### config.mk
export PLATFORM = sky130hd
export DESIGN_NAME = display_scan_ctrl
export DESIGN_NICKNAME = d
export VERILOG_FILES = /design/src/rtl/display_pkg.sv /design/src/rtl/scan_timer.sv /design/src/rtl/display_scan_ctrl.sv
export SDC_FILE = /design/constraint.sdc
export NUM_CORES = 1
export LEC_CHECK = 0
export ABC_AREA = 1
export CORE_AREA = 2 2 63 110
export DETAILED_ROUTE_END_ITERATION = 10
export DIE_AREA = 0 0 65 112
export PLACE_DENSITY = 0.83
export SLEW_MARGIN = 25
export SYNTH_ARGS = -nofsm -noshare
export SYNTH_HDL_FRONTEND = slang
export SYNTH_SLANG_ARGS = --single-unit
export TNS_END_PERCENT = 20
### constraint.sdc
create_clock -name clk -period 4.9 [get_ports clk]
set_clock_uncertainty 0.05 [all_clocks]
set_input_delay 0.98 -clock clk [delete_from_list [all_inputs] [get_ports clk]]
set_output_delay 0.98 -clock clk [all_outputs]
set_load 0.005 [all_outputs]
### src/rtl/display_pkg.sv
// Shared types and helpers for the multiplexed 7-segment scan controller.
package display_pkg;

  typedef enum logic [1:0] {
    IDLE,
    SCAN,
    DEAD
  } scan_state_t;

  localparam logic [6:0] BLANK_CODE = 7'h7F;

  // A visible digit keeps its upper 3 bits at zero, so it can never alias BLANK_CODE.
  function automatic logic [6:0] digit_code(input logic [3:0] nibble, input logic blank,
                                            input logic blink, input logic phase);
    if (blank || (blink && phase)) return BLANK_CODE;
    return {3'b000, nibble};
  endfunction

endpackage

### src/rtl/scan_timer.sv
// Cycle counter shared by the lit slot and the dead gap; strobes on the last cycle of each.
module scan_timer #(
  parameter int REFRESH_DIV = 50000,
  parameter int DEAD_CYCLES = 2
) (
  input  logic clk,
  input  logic resetn,
  input  logic clear,
  input  logic dead,
  output logic slot_end,
  output logic dead_end
);

  localparam int MAX_COUNT = (REFRESH_DIV > DEAD_CYCLES) ? REFRESH_DIV : DEAD_CYCLES;
  localparam int CNT_W     = $clog2(MAX_COUNT);

  logic [CNT_W-1:0] cnt_reg;

  assign slot_end = !dead && (cnt_reg == CNT_W'(REFRESH_DIV - 1));
  assign dead_end = dead && (cnt_reg == CNT_W'(DEAD_CYCLES - 1));

  always_ff @(posedge clk) begin
    if (!resetn || clear) begin
      cnt_reg <= '0;
    end else if (slot_end || dead_end) begin
      cnt_reg <= '0;
    end else begin
      cnt_reg <= cnt_reg + 1'b1;
    end
  end

endmodule

### src/rtl/display_scan_ctrl.sv
// Scans NUM_DIGITS common-anode digits through one shared hex decoder, with a
// double-buffered image committed only at frame boundaries, blanking, blink and dead time.
module display_scan_ctrl
  import display_pkg::*;
#(
  parameter int NUM_DIGITS   = 4,
  parameter int REFRESH_DIV  = 50000,
  parameter int DEAD_CYCLES  = 2,
  parameter int BLINK_FRAMES = 32
) (
  input  logic                    clk,
  input  logic                    resetn,
  input  logic                    enable,
  input  logic                    load_valid,
  output logic                    load_ready,
  input  logic [4*NUM_DIGITS-1:0] load_digits,
  input  logic [NUM_DIGITS-1:0]   load_blank,
  input  logic [NUM_DIGITS-1:0]   load_blink,
  output logic [6:0]              dec_code,
  output logic [NUM_DIGITS-1:0]   dig_sel_n,
  output logic                    frame_done
);

  localparam int IDX_W   = $clog2(NUM_DIGITS);
  localparam int FRAME_W = (BLINK_FRAMES > 1) ? $clog2(BLINK_FRAMES) : 1;

  scan_state_t state_reg, state_next;
  logic [IDX_W-1:0] idx_reg, idx_next;

  logic [4*NUM_DIGITS-1:0] act_digits_reg, act_digits_next;
  logic [NUM_DIGITS-1:0]   act_blank_reg, act_blank_next;
  logic [NUM_DIGITS-1:0]   act_blink_reg, act_blink_next;
  logic [4*NUM_DIGITS-1:0] shd_digits_reg;
  logic [NUM_DIGITS-1:0]   shd_blank_reg;
  logic [NUM_DIGITS-1:0]   shd_blink_reg;
  logic                    pending_reg, pending_next;

  logic [FRAME_W-1:0] frame_cnt_reg, frame_cnt_next;
  logic               phase_reg, phase_next;

  logic [6:0]            code_reg, code_next;
  logic [NUM_DIGITS-1:0] sel_reg, sel_next;
  logic                  frame_done_reg;
  logic                  ready_reg;

  logic frame_end, accept, commit;
  logic timer_clear, in_dead, slot_end, dead_end;
  logic [3:0] nib_next [NUM_DIGITS];

  assign in_dead     = (state_reg == DEAD);
  assign timer_clear = (state_reg == IDLE) || !enable;

  scan_timer #(
    .REFRESH_DIV(REFRESH_DIV),
    .DEAD_CYCLES(DEAD_CYCLES)
  ) u_scan_timer (
    .clk     (clk),
    .resetn  (resetn),
    .clear   (timer_clear),
    .dead    (in_dead),
    .slot_end(slot_end),
    .dead_end(dead_end)
  );

  always_comb begin
    state_next = state_reg;
    idx_next   = idx_reg;
    frame_end  = 1'b0;
    case (state_reg)
      IDLE: begin
        if (enable) begin
          state_next = SCAN;
          idx_next   = '0;
        end
      end
      SCAN: begin
        if (!enable) begin
          state_next = IDLE;
          idx_next   = '0;
        end else if (slot_end) begin
          state_next = DEAD;
        end
      end
      DEAD: begin
        if (!enable) begin
          state_next = IDLE;
          idx_next   = '0;
        end else if (dead_end) begin
          state_next = SCAN;
          if (idx_reg == IDX_W'(NUM_DIGITS - 1)) begin
            idx_next  = '0;
            frame_end = 1'b1;
          end else begin
            idx_next = idx_reg + 1'b1;
          end
        end
      end
      default: begin
        state_next = IDLE;
        idx_next   = '0;
      end
    endcase
  end

  // Ready is low whenever something is pending, so accept and commit never overlap.
  always_comb begin
    accept          = load_valid && ready_reg;
    commit          = pending_reg && (frame_end || (state_reg == IDLE));
    pending_next    = accept || (pending_reg && !commit);
    act_digits_next = commit ? shd_digits_reg : act_digits_reg;
    act_blank_next  = commit ? shd_blank_reg  : act_blank_reg;
    act_blink_next  = commit ? shd_blink_reg  : act_blink_reg;
  end

  always_comb begin
    frame_cnt_next = frame_cnt_reg;
    phase_next     = phase_reg;
    if (state_next == IDLE) begin
      frame_cnt_next = '0;
    end else if (frame_end) begin
      if (frame_cnt_reg == FRAME_W'(BLINK_FRAMES - 1)) begin
        frame_cnt_next = '0;
        phase_next     = !phase_reg;
      end else begin
        frame_cnt_next = frame_cnt_reg + 1'b1;
      end
    end
  end

  for (genvar gi = 0; gi < NUM_DIGITS; gi++) begin : g_nib
    assign nib_next[gi] = act_digits_next[4*gi +: 4];
  end

  // Outputs are built from next-state values so the registered pins track the state register.
  always_comb begin
    code_next = BLANK_CODE;
    sel_next  = '1;
    if (state_next == SCAN) begin
      sel_next[idx_next] = 1'b0;
      code_next = digit_code(nib_next[idx_next], act_blank_next[idx_next],
                             act_blink_next[idx_next], phase_next);
    end
  end

  always_ff @(posedge clk) begin
    if (!resetn) begin
      state_reg      <= IDLE;
      idx_reg        <= '0;
      act_digits_reg <= '0;
      act_blank_reg  <= '1;
      act_blink_reg  <= '0;
      shd_digits_reg <= '0;
      shd_blank_reg  <= '0;
      shd_blink_reg  <= '0;
      pending_reg    <= 1'b0;
      frame_cnt_reg  <= '0;
      phase_reg      <= 1'b0;
      code_reg       <= BLANK_CODE;
      sel_reg        <= '1;
      frame_done_reg <= 1'b0;
      ready_reg      <= 1'b0;
    end else begin
      state_reg      <= state_next;
      idx_reg        <= idx_next;
      act_digits_reg <= act_digits_next;
      act_blank_reg  <= act_blank_next;
      act_blink_reg  <= act_blink_next;
      if (accept) begin
        shd_digits_reg <= load_digits;
        shd_blank_reg  <= load_blank;
        shd_blink_reg  <= load_blink;
      end
      pending_reg    <= pending_next;
      frame_cnt_reg  <= frame_cnt_next;
      phase_reg      <= phase_next;
      code_reg       <= code_next;
      sel_reg        <= sel_next;
      frame_done_reg <= frame_end;
      ready_reg      <= !pending_next;
    end
  end

  assign dec_code   = code_reg;
  assign dig_sel_n  = sel_reg;
  assign frame_done = frame_done_reg;
  assign load_ready = ready_reg;

endmodule

-- Word-level counts from Yosys, hierarchy flattened
Cells that the tools add are included.
- $add $sub $neg: 3
- magnitude comparators: 3
- equality and inequality tests: 7
- muxes and demuxes: 36
- bitwise logic cells: 3
- reduce and logical (&&, ||, !) cells: 24
- operators with widths (cell ; count):
    $mux 2 ; 10
    $add 16x1->16 const B ; 1
    $eq 16x1->1 const B ; 1
    $eq 16x16->1 const B ; 1
    $mux 16 ; 1
    $mux 4 ; 4
    $mux 7 ; 2
    $mux 1 ; 12
    $pmux 2 s3 ; 2
    $bmux 4 s2 ; 1
    $logic_and 1x1->1 ; 7
    $logic_not 1->1 ; 6
    $logic_or 1x1->1 ; 6
    $add 5x1->5 const B ; 1
    $eq 5x5->1 const B ; 1
    $mux 5 ; 1
    $bmux 1 s2 ; 2
    $eq 2x1->1 const B ; 2
    $eq 2x2->1 const B ; 2
    $logic_not 2->1 ; 2
    $not 4->4 ; 1
    $reduce_or 2->1 ; 2
    $ge 3x3->1 const B ; 1
    $lt 2x3->1 const B ; 1
    other kinds (6) ; 6
- bits in registers: 88
- logic and storage cells: 92

-- Depth between registers and ports, before layout
Gate-level depths: netlist (run 1).
- depth after elaboration: 15
- depth in mapped cells: 18

-- By module
Synthesis (run 1) repeated with hierarchy kept, for this count alone.
- cell total of the unflattened synthesis: 524
- area total of the unflattened synthesis: 3787.4 µm²
- by module, submodules not included (module ; instances ; cells an instance ; area an instance (µm²) ; sequential area each (µm²)):
    display_scan_ctrl ; 1 ; 390 ; 2884.0 ; 1401.3
    scan_timer ; 1 ; 134 ; 903.4 ; 320.3

-- Worst setup path after synthesis (run 1)
Ideal clock, no wire load.
- path type: input to register
- start: input port enable
- end: register code_reg[0] (netlist: dec_code[0])
- library setup time: 122 ps
- arrival time: 2146 ps
- required time: 4728 ps
- slack: 2582 ps
- cell stages on the path: 11
- buffers on the path: 0
- cell sequence: inv_2 -> a21oi_1 -> inv_2 -> o21ai_1 -> inv_1 -> nor2_1 -> nor2_2 -> nand2_1 -> nand2_1 -> nor2_4 -> nand3_1
- word-level cells in the longest chain between the ends: 12
- elaborated cells between the ends (all ways): 33
- classes of those cells: eq/ne: 1; mux: 25; bitwise: 1; reduce/logical: 6
- RTL lines (what ; line ; RTL):
    start: declaration ; display_scan_ctrl.sv:13 ; input logic enable,
    $mux 1 ; display_scan_ctrl.sv:85 ; if (!enable) begin
    $mux 1 ; display_scan_ctrl.sv:69 ; case (state_reg)
    $logic_or 1x1->1 ; display_scan_ctrl.sv:108 ; commit = pending_reg && (frame_end || (state_reg == IDLE));
    $logic_and 1x1->1 ; display_scan_ctrl.sv:108 ;
    $mux 4 ; display_scan_ctrl.sv:112 ; act_blink_next = commit ? shd_blink_reg : act_blink_reg;
    $bmux 1 s2 ; display_scan_ctrl.sv:141 ; act_blink_next[idx_next], phase_next);
    $mux 1 (implied by the code) ; display_scan_ctrl.sv:141 ;
    $logic_and 1x1->1 ; display_pkg.sv:15 ; if (blank || (blink && phase)) return BLANK_CODE;
    $logic_or 1x1->1 ; display_pkg.sv:15 ;
    $mux 1 ; display_pkg.sv:15 ;
    $mux 1 ; display_scan_ctrl.sv:138 ; if (state_next == SCAN) begin
    $mux 7 ; display_pkg.sv:16 ; return {3'b000, nibble};
    end signal: assignment ; display_scan_ctrl.sv:176 ; code_reg <= code_next;
    end: declaration ; display_scan_ctrl.sv:41 ; logic [6:0] code_reg, code_next;
Several ways; a longest one is shown, not always the timed one. The select of a mux whose other input is x is not followed.
A chain may end at the register's enable or synchronous reset.

-- Final worst setup path (run 1)
Ends and elaborated chain as after synthesis.

==> results, run 1 <==
- The number of hold buffers added after cts is 0.
- Headroom to the max-slew limit came out at 51.8%.
- The antenna cell count is 0.
- At the end of the flow, the number of nets in the layout was 591.
- The first global-routing pass estimated between 10,000 and 15,000 um of wire.
- The largest buffer count on any clock path is 2.
- The worst slack on hold paths is about 410 ps.
- The root buffer cell chosen for the clock tree is sky130_fd_sc_hd__clkbuf_16.
- The class of the tightest hold or removal check is reg -> reg.
- Derived from the worst setup path, the maximum achievable clock frequency is around 350 MHz.
- Of all cell types, the one taking the most synthesized area is sky130_fd_sc_hd__dfxtp_1.
- The final-report hold violation count is 0.
- The initial detailed-routing violation count is approximately 150.
- The synthesized netlist contains 31 unique library cells.
- The remaining antenna violation count after routing is 0.
- The area occupied by registers is between 1500 and 2000 um^2.
- The max-slew violation count is 0.
- The width of the die is between 60 and 70 um.
- The setup slack after layout is 2050 ps.
- The worst endpoint data arrival time is roughly 3000 ps.
- The number of clock buffers inserted by TritonCTS is 9.
- The total overflow left after global routing is 0.
- By count the netlist is led by sky130_fd_sc_hd__nor2_1, sky130_fd_sc_hd__nand2_1, sky130_fd_sc_hd__dfxtp_1.
- Relative to the synthesized area, the layout overhead comes to 19.6%.
- The number of antenna violations at the first check in global routing is 0.
- The max-capacitance violation count is 0.
- The DRC violation count after routing is 0.
- The setup violation total in the final timing report is 0.
- Counting flops with a built-in enable in the synthesized netlist gives 0.
- For hold timing, the worst endpoint is act_blank_reg[1].
- The effective utilization at floorplan is between 50% and 60%.
- At the later pin of the worst-skew pair, clock insertion delay measures between 300 and 400 ps.
- For this run, asynchronously set or reset flops after synthesis account for 0%.
- In this run the worst path has a maximum fanout of 6.
- Sorting the synthesized cells by area gives the leading types as sky130_fd_sc_hd__dfxtp_1, sky130_fd_sc_hd__nor2_1, sky130_fd_sc_hd__nand2_1, sky130_fd_sc_hd__inv_1, sky130_fd_sc_hd__nand3_1.
- The fraction of layout cells with a size suffix above 1 is approximately 7.7%.
- The total global routing track utilization is a little under a quarter.
- The number of buffer cells added on primary ports is 40.
- The category of the critical setup timing path is in -> reg.
- The flow ran to the end, and the final reports show no timing, DRC or antenna violations.
- The number of instances in the synthesized netlist is around 520.
- In the synthesized netlist the dominant register cell turns out to be sky130_fd_sc_hd__dfxtp_1.
- Using the TritonRoute via totals, the vias-per-cell ratio works out to 4.98.
- For this design the static power due to leakage is approximately 0.002 uW.
- The worst flop-to-flop path startpoint is u_scan_timer.cnt_reg[0].
- The number of global-route vias before repair is between 3,000 and 4,000.
- The maximum number of pins on one net before global-route repair is between 40 and 50.
- The aggregate negative setup slack is 0 ps.
- The TritonCTS clock tree is built.
- In this run the most critical hold path is launched from act_blank_reg[1].
- Setup repair after global routing left no endpoint under its margin.
- The floorplan step defined a die boundary enclosing approximately 7300 um^2.
- The worst hold path was traced through 2 stages.
- The number of levels the H-tree was split into is 3.
- The synthesized design devotes to its leading area cell type a little under half of total area.
- Counting I/O delays and the setup requirement, the final critical path takes 2850 ps.
- The worst-case IR drop observed on VDD is around 0.00025 V.
- The number of cells on the worst reg-to-reg path is 14.
- The cell area that synthesis handed to floorplanning was 3760 um^2.
- The end-of-flow core utilization is a little over two thirds.
- The warning count from the yosys run is 0.
- The worst register-to-register path has a setup slack of 2480 ps.
- The final critical-path share of the clock period is 58.2%.
- At the end of routability-driven placement, the weighted congestion stood at about 0.84.
- The clock edge transition at the registers on the reported setup and hold paths is 60 ps.
- The pre-CTS setup slack is 1760 ps.
- The count of instances resized after the clock tree is built is 0.
- The floorplan die height is around 110 um.
- For the pin with the worst max-slew slack, the measured transition is about 720 ps.
- The portion of the post-synthesis area used by sequential elements is around 46%.
- The most repeated cell in the gate-level netlist after synthesis is sky130_fd_sc_hd__nor2_1.
- The first TritonRoute pass finished after 4 iterations.
- The flip-flop and latch count after synthesis is 86.
- When the netlist entered floorplanning its net count stood at 557.
- Counting the fill cells in the layout gives around 530.
- STA classifies the critical path endpoint as a flop.
- Dividing total power by cell area gives a power density of 358 nW/um^2.
- The routed length per instance is 11.5 um.
- The tree built by TritonCTS fans out to 86 sinks.
- The detailed-placement wirelength estimate is 5470 um.
- The core region is between 6000 and 7000 um^2.
- The average cell area after synthesis is around 7 um^2.
- The final route contains around 3,200 vias.
- The post-place instance area is around 4200 um^2.
- Wires add up to approximately 7400 um.
- STA puts the critical path data required time at 5060 ps.
- The worst setup path is launched from a primary input.
- The number of top-level design ports is roughly 40.
- The reg-to-reg endpoint is dec_code[0].
- Summing all multi-input logic gate instances after layout gives roughly 1700 um^2.
- The post-CTS repair timing setup buffer count is 0.
- Summing all non-filler instances in the final layout gives an area of ~4500 um^2.
- The initialized floorplan defines 39 standard-cell rows.
==> power by group <==
part	leakage, uW	switching [uW]	internal, uW
clock	0.000161	256	469
sequential	0.000701	14.3	728
combinational	0.00110	77.4	63.8
==> how the worst max path moves through the flow <==
stage	to	depth (start not counted)	slack, ps	from
finish	dec_code[0]	12	2050	enable
global placement	dec_code[2]	12	1800	enable
global route	dec_code[0]	12	1880	enable
detailed placement	dec_code[0]	14	1760	enable
floorplan	dec_code[0]	11	2580	enable
CTS	dec_code[0]	12	2060	enable
==> kinds of logic (layout without fill, tap and decap cells) <==
logic type | after synthesis | in the layout | share of synthesized area (%)
XOR/XNOR | 5 | 5 | 1.16
AO/OA/AOI/OAI | 63 | 63 | 9.98
AND/OR/NAND/NOR | 285 | 285 | 32.7
adder cells (fa/ha/maj) | 5 | 5 | 1.66
flip-flops | 86 | 86 | 45.8
buffers and inverters | 80 | 118 | 8.72
==> layer usage <==
metal / up-vias / wire, um / GRT usage, %
li1: 1699 / - / -
met1: 1436 / 2860 / 21.7
met2: 50 / 4150 / 43.4
met3: 20 / 199 / 5.15
met5: - / 0 / 0
met4: 0 / 216 / 11.8
==> worst max-delay path: stages <==
cell and delay [ps]:
sky130_fd_sc_hd__clkdlybuf4s50_1 540, sky130_fd_sc_hd__inv_2 50, sky130_fd_sc_hd__a21oi_1 290, sky130_fd_sc_hd__inv_2 90
sky130_fd_sc_hd__o21ai_1 110, sky130_fd_sc_hd__inv_1 50, sky130_fd_sc_hd__nor2_1 300, sky130_fd_sc_hd__nor2_2 140
sky130_fd_sc_hd__nand2_1 80, sky130_fd_sc_hd__nand2_1 80, sky130_fd_sc_hd__nor2_4 170, sky130_fd_sc_hd__nand3_1 120
==> through the flow <==
step | std cells | power, uW
2_1_floorplan | 524 | 847
3_3_place_gp | 629 | 894
3_5_place_dp | 629 | 899
4_1_cts | 644 | 1630
5_1_grt | 644 | 1680
6_report | 644 | 1610
==> area by class of cell <==
class	count	area share (%)
multi-input cells	358	38.0
clock inverters	4	1.56
flip-flops and latches	86	38.3
clock buffers	11	5.62
repair buffers	41	9.07
well taps	82	2.28
inverters	62	5.17
==> cells in the final DEF (no fill, tap or decap), types with 7 or more instances in the layout <==
cell,instances
sky130_fd_sc_hd__nand2_1,112
sky130_fd_sc_hd__a21oi_1,14
sky130_fd_sc_hd__nand3_1,27
sky130_fd_sc_hd__inv_1,55
sky130_fd_sc_hd__dfxtp_1,86
sky130_fd_sc_hd__o21ai_0,27
sky130_fd_sc_hd__nor2_1,114
sky130_fd_sc_hd__o21a_1,18
sky130_fd_sc_hd__clkbuf_16,9
sky130_fd_sc_hd__inv_2,7
sky130_fd_sc_hd__clkdlybuf4s50_1,40
No activity file was read; power rests on OpenSTA's default activity.
==> inputs of run 2 (changes only) <==
- CORE_AREA: 2 2 63 110 -> 2 2 69 120
- DIE_AREA: 0 0 65 112 -> 0 0 71 122
- PLACE_DENSITY: 0.83 -> 0.73
- clock period: 4.9 -> 2.4 ns (I/O delays scaled with it)
==> results, run 2 (synthesis gave the netlist of run 1 again) <==
- The number of buffer cells added on primary ports is 40 (unchanged).
- The leakage component of the power was 0.00200 uW (was 0.00196 uW).
- The initial detailed-routing violation count came to 86 (was 151).
- The area of all placed cells without fillers is 4590 um^2 (was 4500 um^2).
- The number of levels the H-tree was split into is 3 (unchanged).
- The floorplan die height is 122 um (was 112 um).
- The placed instance count came to 650 (was 629).
- Cell-by-cell listing of the critical path: inv_1 -> ha_1 -> inv_1 -> nor2_1 -> nand2_1 -> nor2_4 -> nand4_1 -> nand2_1 -> o21ai_1 -> nor2_1 -> buf_4 -> nand2_1 -> nand2_1 -> nor2_1 -> nand3_1 (was clkdlybuf4s50_1 -> inv_2 -> a21oi_1 -> inv_2 -> o21ai_1 -> inv_1 -> nor2_1 -> nor2_2 -> nand2_1 -> nand2_1 -> nor2_4 -> nand3_1).
- The transition time at the pin with the least slew margin was 493 ps (was 722 ps).
- The width of the die was 71 um (was 65 um).
- The largest stage delay on the critical path is 380 ps (was 540 ps).
- The setup violation total in the final timing report is 0 (unchanged).
- The filler cell count in the final layout was 715 (was 526).
- The startpoint class of the critical path is a flop (was primary input).
- The most common cell after layout, fill and taps aside is sky130_fd_sc_hd__nor2_1 (unchanged).
- The number of hold buffers added after cts is 0 (unchanged).
- The max-capacitance violation count came to 0 (unchanged).
- The layout net count is 604 (was 591).
- The number of cells in the finished layout apart from fillers came to 665 (was 644).
- The number of sinks handled by clock tree synthesis was 86 (unchanged).
- The vias after detailed routing is 3,234 (was 3,205).
- The aggregate negative setup slack was 0 ps (unchanged).
- The maximum clock frequency is around 470 MHz.
- The sequential share of power is 47.8% (was 46.1%).
- The number of global-route vias before repair is 3,132 (was 3,148).
- The class of the tightest hold or removal check is reg -> reg (unchanged).
- In this design, the critical path's most frequently occurring cell is sky130_fd_sc_hd__nand2_1.
- The worst path buffer plus inverter count is 3 (was 4).
- The signed area change from the synthesized netlist to the final layout is 22.1% (was 19.6%).
- The max-slew violation count is 0 (unchanged).
- The category of the critical setup timing path is reg -> reg (was in -> reg).
- The last weighted congestion value of the routability-driven placer is 0.873 (was 0.837).
- The net load switching power came to 725 uW (was 348 uW).
- The remaining antenna violation count after routing is 0 (unchanged).
- The worst path needs between 2000 and 2500 ps of the cycle, external delays included.
- The wire length of the first global-routing pass is 13,300 um (was 12,900 um).
- The post-place instance area is 4280 um^2 (was 4180 um^2).
- The routed length per instance is 11.3 um (was 11.5 um).
- Outcome: finished clean (unchanged).
- The portion of total power attributed to combinational logic was 9.5% (was 8.8%).
- The multi-input logic area was 1730 um^2 (was 1710 um^2).
- The share of power burned in the clock network is 42.8% (was 45.1%).
- The fraction of power spent switching nets is 22.8% (was 21.6%).
- The largest buffer count on any clock path is 2 (unchanged).
- The final total power is 3180 uW (was 1610 uW).
- The mean number of vias per cell is 4.86 (was 4.98).
- The maximum number of pins on one net before global-route repair came to 41 (unchanged).
- The post-CTS repair timing setup buffer count is 0 (unchanged).
- The critical path's slowest cell is sky130_fd_sc_hd__o21ai_1 (was sky130_fd_sc_hd__clkdlybuf4s50_1).
- The clock latency at the later pin of the worst-skew pair came to 340 ps (was 330 ps).
- The row count is 43 (was 39).
- The required arrival time at the worst endpoint came to 2570 ps (was 5060 ps).
- The antenna cell count was 0 (unchanged).
- The area occupied by registers is 1720 um^2 (about the same).
- The number of top-level design ports came to 41 (unchanged).
- The detailed-placement wirelength estimate is 5690 um (was 5470 um).
- The area enclosed by the die boundary was 8660 um^2 (was 7280 um^2).
- The worst endpoint data arrival time was 2300 ps (was 3010 ps).
- The DRC violation count after routing came to 0 (unchanged).
- The endpoint class of the critical path is a flop (unchanged).
- The power density normalized to cell area is 693 nW/um^2 (was 358 nW/um^2).
- The TritonCTS clock tree was built (unchanged).
- The internal power consumption is 2450 uW (was 1260 uW).
- The total global routing track utilization was 19.4% (was 22.8%).
- The worst slew margin relative to its limit came to 67.1% (was 51.8%).
- The kind of cell adding the most delay to the critical path is simple AND/OR/NAND/NOR gates (unchanged).
- The area of the placeable core is 7800 um^2 (was 6390 um^2).
- The highest fanout seen on the critical path is 6 (unchanged).
- The number of antenna violations at the first check in global routing is 0 (unchanged).
- The number of clock buffers inserted by TritonCTS is 9 (unchanged).
- The maximum resistive drop on vdd is 0.000541 V (was 0.000250 V).
- Setup repair after global routing missed its margin: no (unchanged).
- The end-of-flow core utilization was 58.8% (was 70.4%).
- The first-pass iteration count of the detailed router is 5 (was 4).
- Most frequent cells in the layout: sky130_fd_sc_hd__nor2_1, sky130_fd_sc_hd__nand2_1, sky130_fd_sc_hd__dfxtp_1 (unchanged).
- After layout, the worst path uses between 80% and 90% of the clock period.
- The effective utilization at floorplan is 48.2% (was 58.8%).
- The fraction of layout cells with a size suffix above 1 is 10.1% (was 7.65%).
- The clock tree root buffer cell is sky130_fd_sc_hd__clkbuf_16 (unchanged).
- The clock edge transition at the registers on the reported setup and hold paths is 60 ps (about the same).
- The total overflow reported by the global router is 0 (unchanged).
- The final-report hold violation count is 0 (unchanged).
- The total wire length after detailed routing is 7540 um (was 7420 um).
==> run 2: timing repair <==
item,4_1_cts,5_1_grt
resized for setup,0,4
setup endpoints to repair,0,5
endpoints found under the hold margin,0,0
==> run 2: cell type report <==
class                           count  share of cell area, %
Multi-Input combinational cell    358                   37.6
Sequential cell                    86                   37.5
Timing Repair Buffer               54                   11.0
Clock buffer                       11                   5.29
Inverter                           62                   5.07
Tap cell                           90                   2.45
Clock inverter                      4                   1.04
==> run 2: worst paths after layout <==
kind	start	end	slack, ps	cells after the start
max	u_scan_timer.cnt_reg[1]	dec_code[0]	270	15
min	u_scan_timer.cnt_reg[0]	u_scan_timer.cnt_reg[0]	390	1
max reg2reg	u_scan_timer.cnt_reg[1]	dec_code[0]	270	15
min reg2reg	u_scan_timer.cnt_reg[0]	u_scan_timer.cnt_reg[0]	390	1
==> run 2: routing by layer <==
layer  vias up  routed length [um]  global-route usage [%]
met5         -                   0                       0
met4         0                 171                    8.96
met3        12                 204                    3.97
met2        44                4090                    36.0
met1      1451                3070                    20.4
li1       1727                   -                       -
==> run 2: stage by stage <==
stage	worst slack, ps	hold slack [ps]
finish	268	388
global route	7.72	403
CTS	200	407
detailed placement	-33.7	393
global placement	-1.26	384
floorplan	491	374
==> run 2: power groups by stage <==
stage	logic, uW	clock network [uW]	registers (uW)
global route	349	1430	1520
finish	302	1360	1520
global placement	298	0	1550
floorplan	192	0	1540
detailed placement	303	0	1550
CTS	304	1390	1520
==> inputs of run 3 (changes only) <==
- CELL_PAD_IN_SITES_DETAIL_PLACEMENT: not set -> 2
- CELL_PAD_IN_SITES_GLOBAL_PLACEMENT: not set -> 2
- CORE_AREA: 2 2 69 120 -> 2 2 90 156
- DIE_AREA: 0 0 71 122 -> 0 0 92 158
- PLACE_DENSITY: 0.73 -> not set
- PLACE_DENSITY_LB_ADDON: not set -> 0.1
- TNS_END_PERCENT: 20 -> 30
==> results, run 3 (synthesis gave the netlist of run 1 again) <==
- Outcome: finished clean (unchanged).
- The worst endpoint data arrival time is 2390 ps (was 2300 ps).
- The worst slew margin relative to its limit is 70.5% (was 67.1%).
- The detailed-placement wirelength estimate came to 8650 um (was 5690 um).
- The width of the die is 92 um (was 71 um).
- The signed area change from the synthesized netlist to the final layout was 30.7% (was 22.1%).
- The highest fanout seen on the critical path is 33 (was 6).
- The TritonCTS clock tree is built (unchanged).
- The required arrival time at the worst endpoint is 2570 ps (about the same).
- The max-slew violation count is 0 (unchanged).
- The number of top-level design ports came to 41 (unchanged).
- The startpoint class of the critical path is a flop (unchanged).
- The mean number of vias per cell is 4.60 (was 4.86).
- The initial detailed-routing violation count is 110 (was 86).
- The fraction of layout cells with a size suffix above 1 is 15.0% (was 10.1%).
- The category of the critical setup timing path is reg -> reg (unchanged).
- The power density normalized to cell area is 647 nW/um^2 (was 693 nW/um^2).
- The last weighted congestion value of the routability-driven placer is 0.750 (was 0.873).
- The wire length of the first global-routing pass is 18,900 um (was 13,300 um).
- The transition time at the pin with the least slew margin was 441 ps (was 493 ps).
- The routed length on met3 came to 188 um (was 204 um).
- The clock edge transition at the registers on the reported setup and hold paths was 70 ps (was 60 ps).
- The number of antenna violations at the first check in global routing is 0 (unchanged).
- The clock tree root buffer cell is sky130_fd_sc_hd__clkbuf_16 (unchanged).
- The endpoint class of the critical path is a flop (unchanged).
- The aggregate negative setup slack is 0 ps (unchanged).
- The final critical-path share of the clock period was 92.5% (was 88.8%).
- The most common cell after layout, fill and taps aside is sky130_fd_sc_hd__nand2_1 (was sky130_fd_sc_hd__nor2_1).
- The floorplan die height is 158 um (was 122 um).
- The area of the placeable core is 13,300 um^2 (was 7800 um^2).
- The time the final worst path needs with I/O delays and setup came to 2220 ps (was 2130 ps).
- The antenna cell count came to 0 (unchanged).
- The max-capacitance violation count was 0 (unchanged).
- The leakage component of the power is 0.00215 uW (was 0.00200 uW).
- The area of all placed cells without fillers came to 4910 um^2 (was 4590 um^2).
- The total overflow reported by the global router is 0 (unchanged).
- The maximum resistive drop on vdd is 0.000309 V (was 0.000541 V).
- The placed instance count is 753 (was 650).
- The first-pass iteration count of the detailed router came to 4 (was 5).
- The remaining antenna violation count after routing is 0 (unchanged).
- The highest metal layer with signal wires was met4 (unchanged).
- The class of the tightest hold or removal check is reg -> reg (unchanged).
- The met1 layer wirelength in the final routing is 4310 um (was 3070 um).
- The area enclosed by the die boundary is 14,500 um^2 (was 8660 um^2).
- The largest buffer count on any clock path came to 2 (unchanged).
- The number of levels the H-tree was split into is 3 (unchanged).
- The total wire length after detailed routing is 11,200 um (was 7540 um).
- The clock latency at the later pin of the worst-skew pair is 340 ps (about the same).
- The end-of-flow core utilization is 36.9% (was 58.8%).
- The number of sinks handled by clock tree synthesis is 86 (unchanged).
- The number of buffer cells added on primary ports is 40 (unchanged).
- The total global routing track utilization is 16.6% (was 19.4%).
- The number of global-route vias before repair is 3,895 (was 3,132).
- The maximum number of pins on one net before global-route repair was 34 (was 41).
- The layout net count is 623 (was 604).
- Most frequent cells in the layout: sky130_fd_sc_hd__nand2_1, sky130_fd_sc_hd__nor2_1, sky130_fd_sc_hd__dfxtp_1 (was sky130_fd_sc_hd__nor2_1, sky130_fd_sc_hd__nand2_1, sky130_fd_sc_hd__dfxtp_1).
- The worst slack on hold paths is 425 ps (was 388 ps).
- The post-CTS repair timing setup buffer count was 0 (unchanged).
- The DRC violation count after routing is 0 (unchanged).
- The maximum clock frequency is 451 MHz (was 469 MHz).
- The number of clock buffers inserted by TritonCTS is 9 (unchanged).
- The vias after detailed routing is 3,539 (was 3,234).
- The final-report hold violation count is 0 (unchanged).
- Setup repair after global routing missed its margin: yes (was no).
- The setup violation total in the final timing report is 0 (unchanged).
- The row count is 56 (was 43).
- The post-place instance area is 4560 um^2 (was 4280 um^2).
- The number of cells in the finished layout apart from fillers is 769 (was 665).
- The sum of met2 wire segment lengths after detailed routing is 6490 um (was 4090 um).
- The routed length per instance came to 14.5 um (was 11.3 um).
- The effective utilization at floorplan is 28.2% (was 48.2%).
-- run 3: changes by cell type in the layout (fill, tap and decap cells not counted), moves of 4 or more --
cell / before / now
sky130_fd_sc_hd__nand3_1: 26 / 22
sky130_fd_sc_hd__buf_4: 14 / 30
sky130_fd_sc_hd__nor2_1: 113 / 109
sky130_fd_sc_hd__nand3_2: 2 / 6
sky130_fd_sc_hd__nor2_2: 4 / 8
-- run 3: through the flow --
stage | total power, uW | setup slack (ps)
final | 3180 | 181
after global placement | 1890 | -26.7
after global routing | 3350 | -39.2
after floorplan | 1730 | 491
after detailed placement | 1910 | -22.1
after CTS | 3240 | 66.0
-- run 3: final timing paths --
| kind | from | to | slack, ps | cells past startpoint |
|---|---|---|---|---|
| setup / recovery | u_scan_timer.cnt_reg[1] | dec_code[0] | 180 | 16 |
| hold / removal | frame_cnt_reg[4] | frame_cnt_reg[4] | 420 | 2 |
| setup reg to reg | u_scan_timer.cnt_reg[1] | dec_code[0] | 180 | 16 |
| hold reg to reg | frame_cnt_reg[4] | frame_cnt_reg[4] | 420 | 2 |
-- run 3: critical path: stages (launching register included) --
cell and delay (ps):
sky130_fd_sc_hd__dfxtp_1 320, sky130_fd_sc_hd__inv_1 90, sky130_fd_sc_hd__ha_4 150, sky130_fd_sc_hd__inv_1 50, sky130_fd_sc_hd__nor2_1 80, sky130_fd_sc_hd__nand2_1 100, sky130_fd_sc_hd__nor2_4 190, sky130_fd_sc_hd__nand4_4 120
sky130_fd_sc_hd__nand2_4 90, sky130_fd_sc_hd__nand2_4 60, sky130_fd_sc_hd__buf_12 180, sky130_fd_sc_hd__nand2_2 80, sky130_fd_sc_hd__nand2_1 50, sky130_fd_sc_hd__nand3_1 90, sky130_fd_sc_hd__nand3_2 100, sky130_fd_sc_hd__nor2_4 160
sky130_fd_sc_hd__nand3_1 110
-- run 3: cell type report --
| class | instances | area (um^2) |
|---|---|---|
| Clock buffer | 9 | 225 |
| Fill cell | 1596 | 8400 |
| Multi-Input combinational cell | 358 | 1790 |
| Timing Repair Buffer | 73 | 677 |
| Sequential cell | 86 | 1720 |
| Tap cell | 174 | 218 |
| Inverter | 62 | 233 |
| Clock inverter | 7 | 50.0 |
-- run 3: what timing repair did --
item                       in CTS  in global routing
hold buffers                    0                  0
resized for setup               0                 18
setup endpoints to repair       0                  6
-- run 3: metal layers --
layer,track usage (%),up-vias
li1,-,1765
met1,17.2,1731
met2,33.5,30
met3,2.24,13
met4,5.97,0
met5,0,-
-- run 3: power by group --
| part | total [uW] | internal (uW) | switching [uW] | leakage [uW] |
|---|---|---|---|---|
| Clock | 1300 | 703 | 601 | 0.000128 |
| Combinational | 356 | 168 | 187 | 0.00132 |
| Sequential | 1520 | 1490 | 32.7 | 0.000701 |
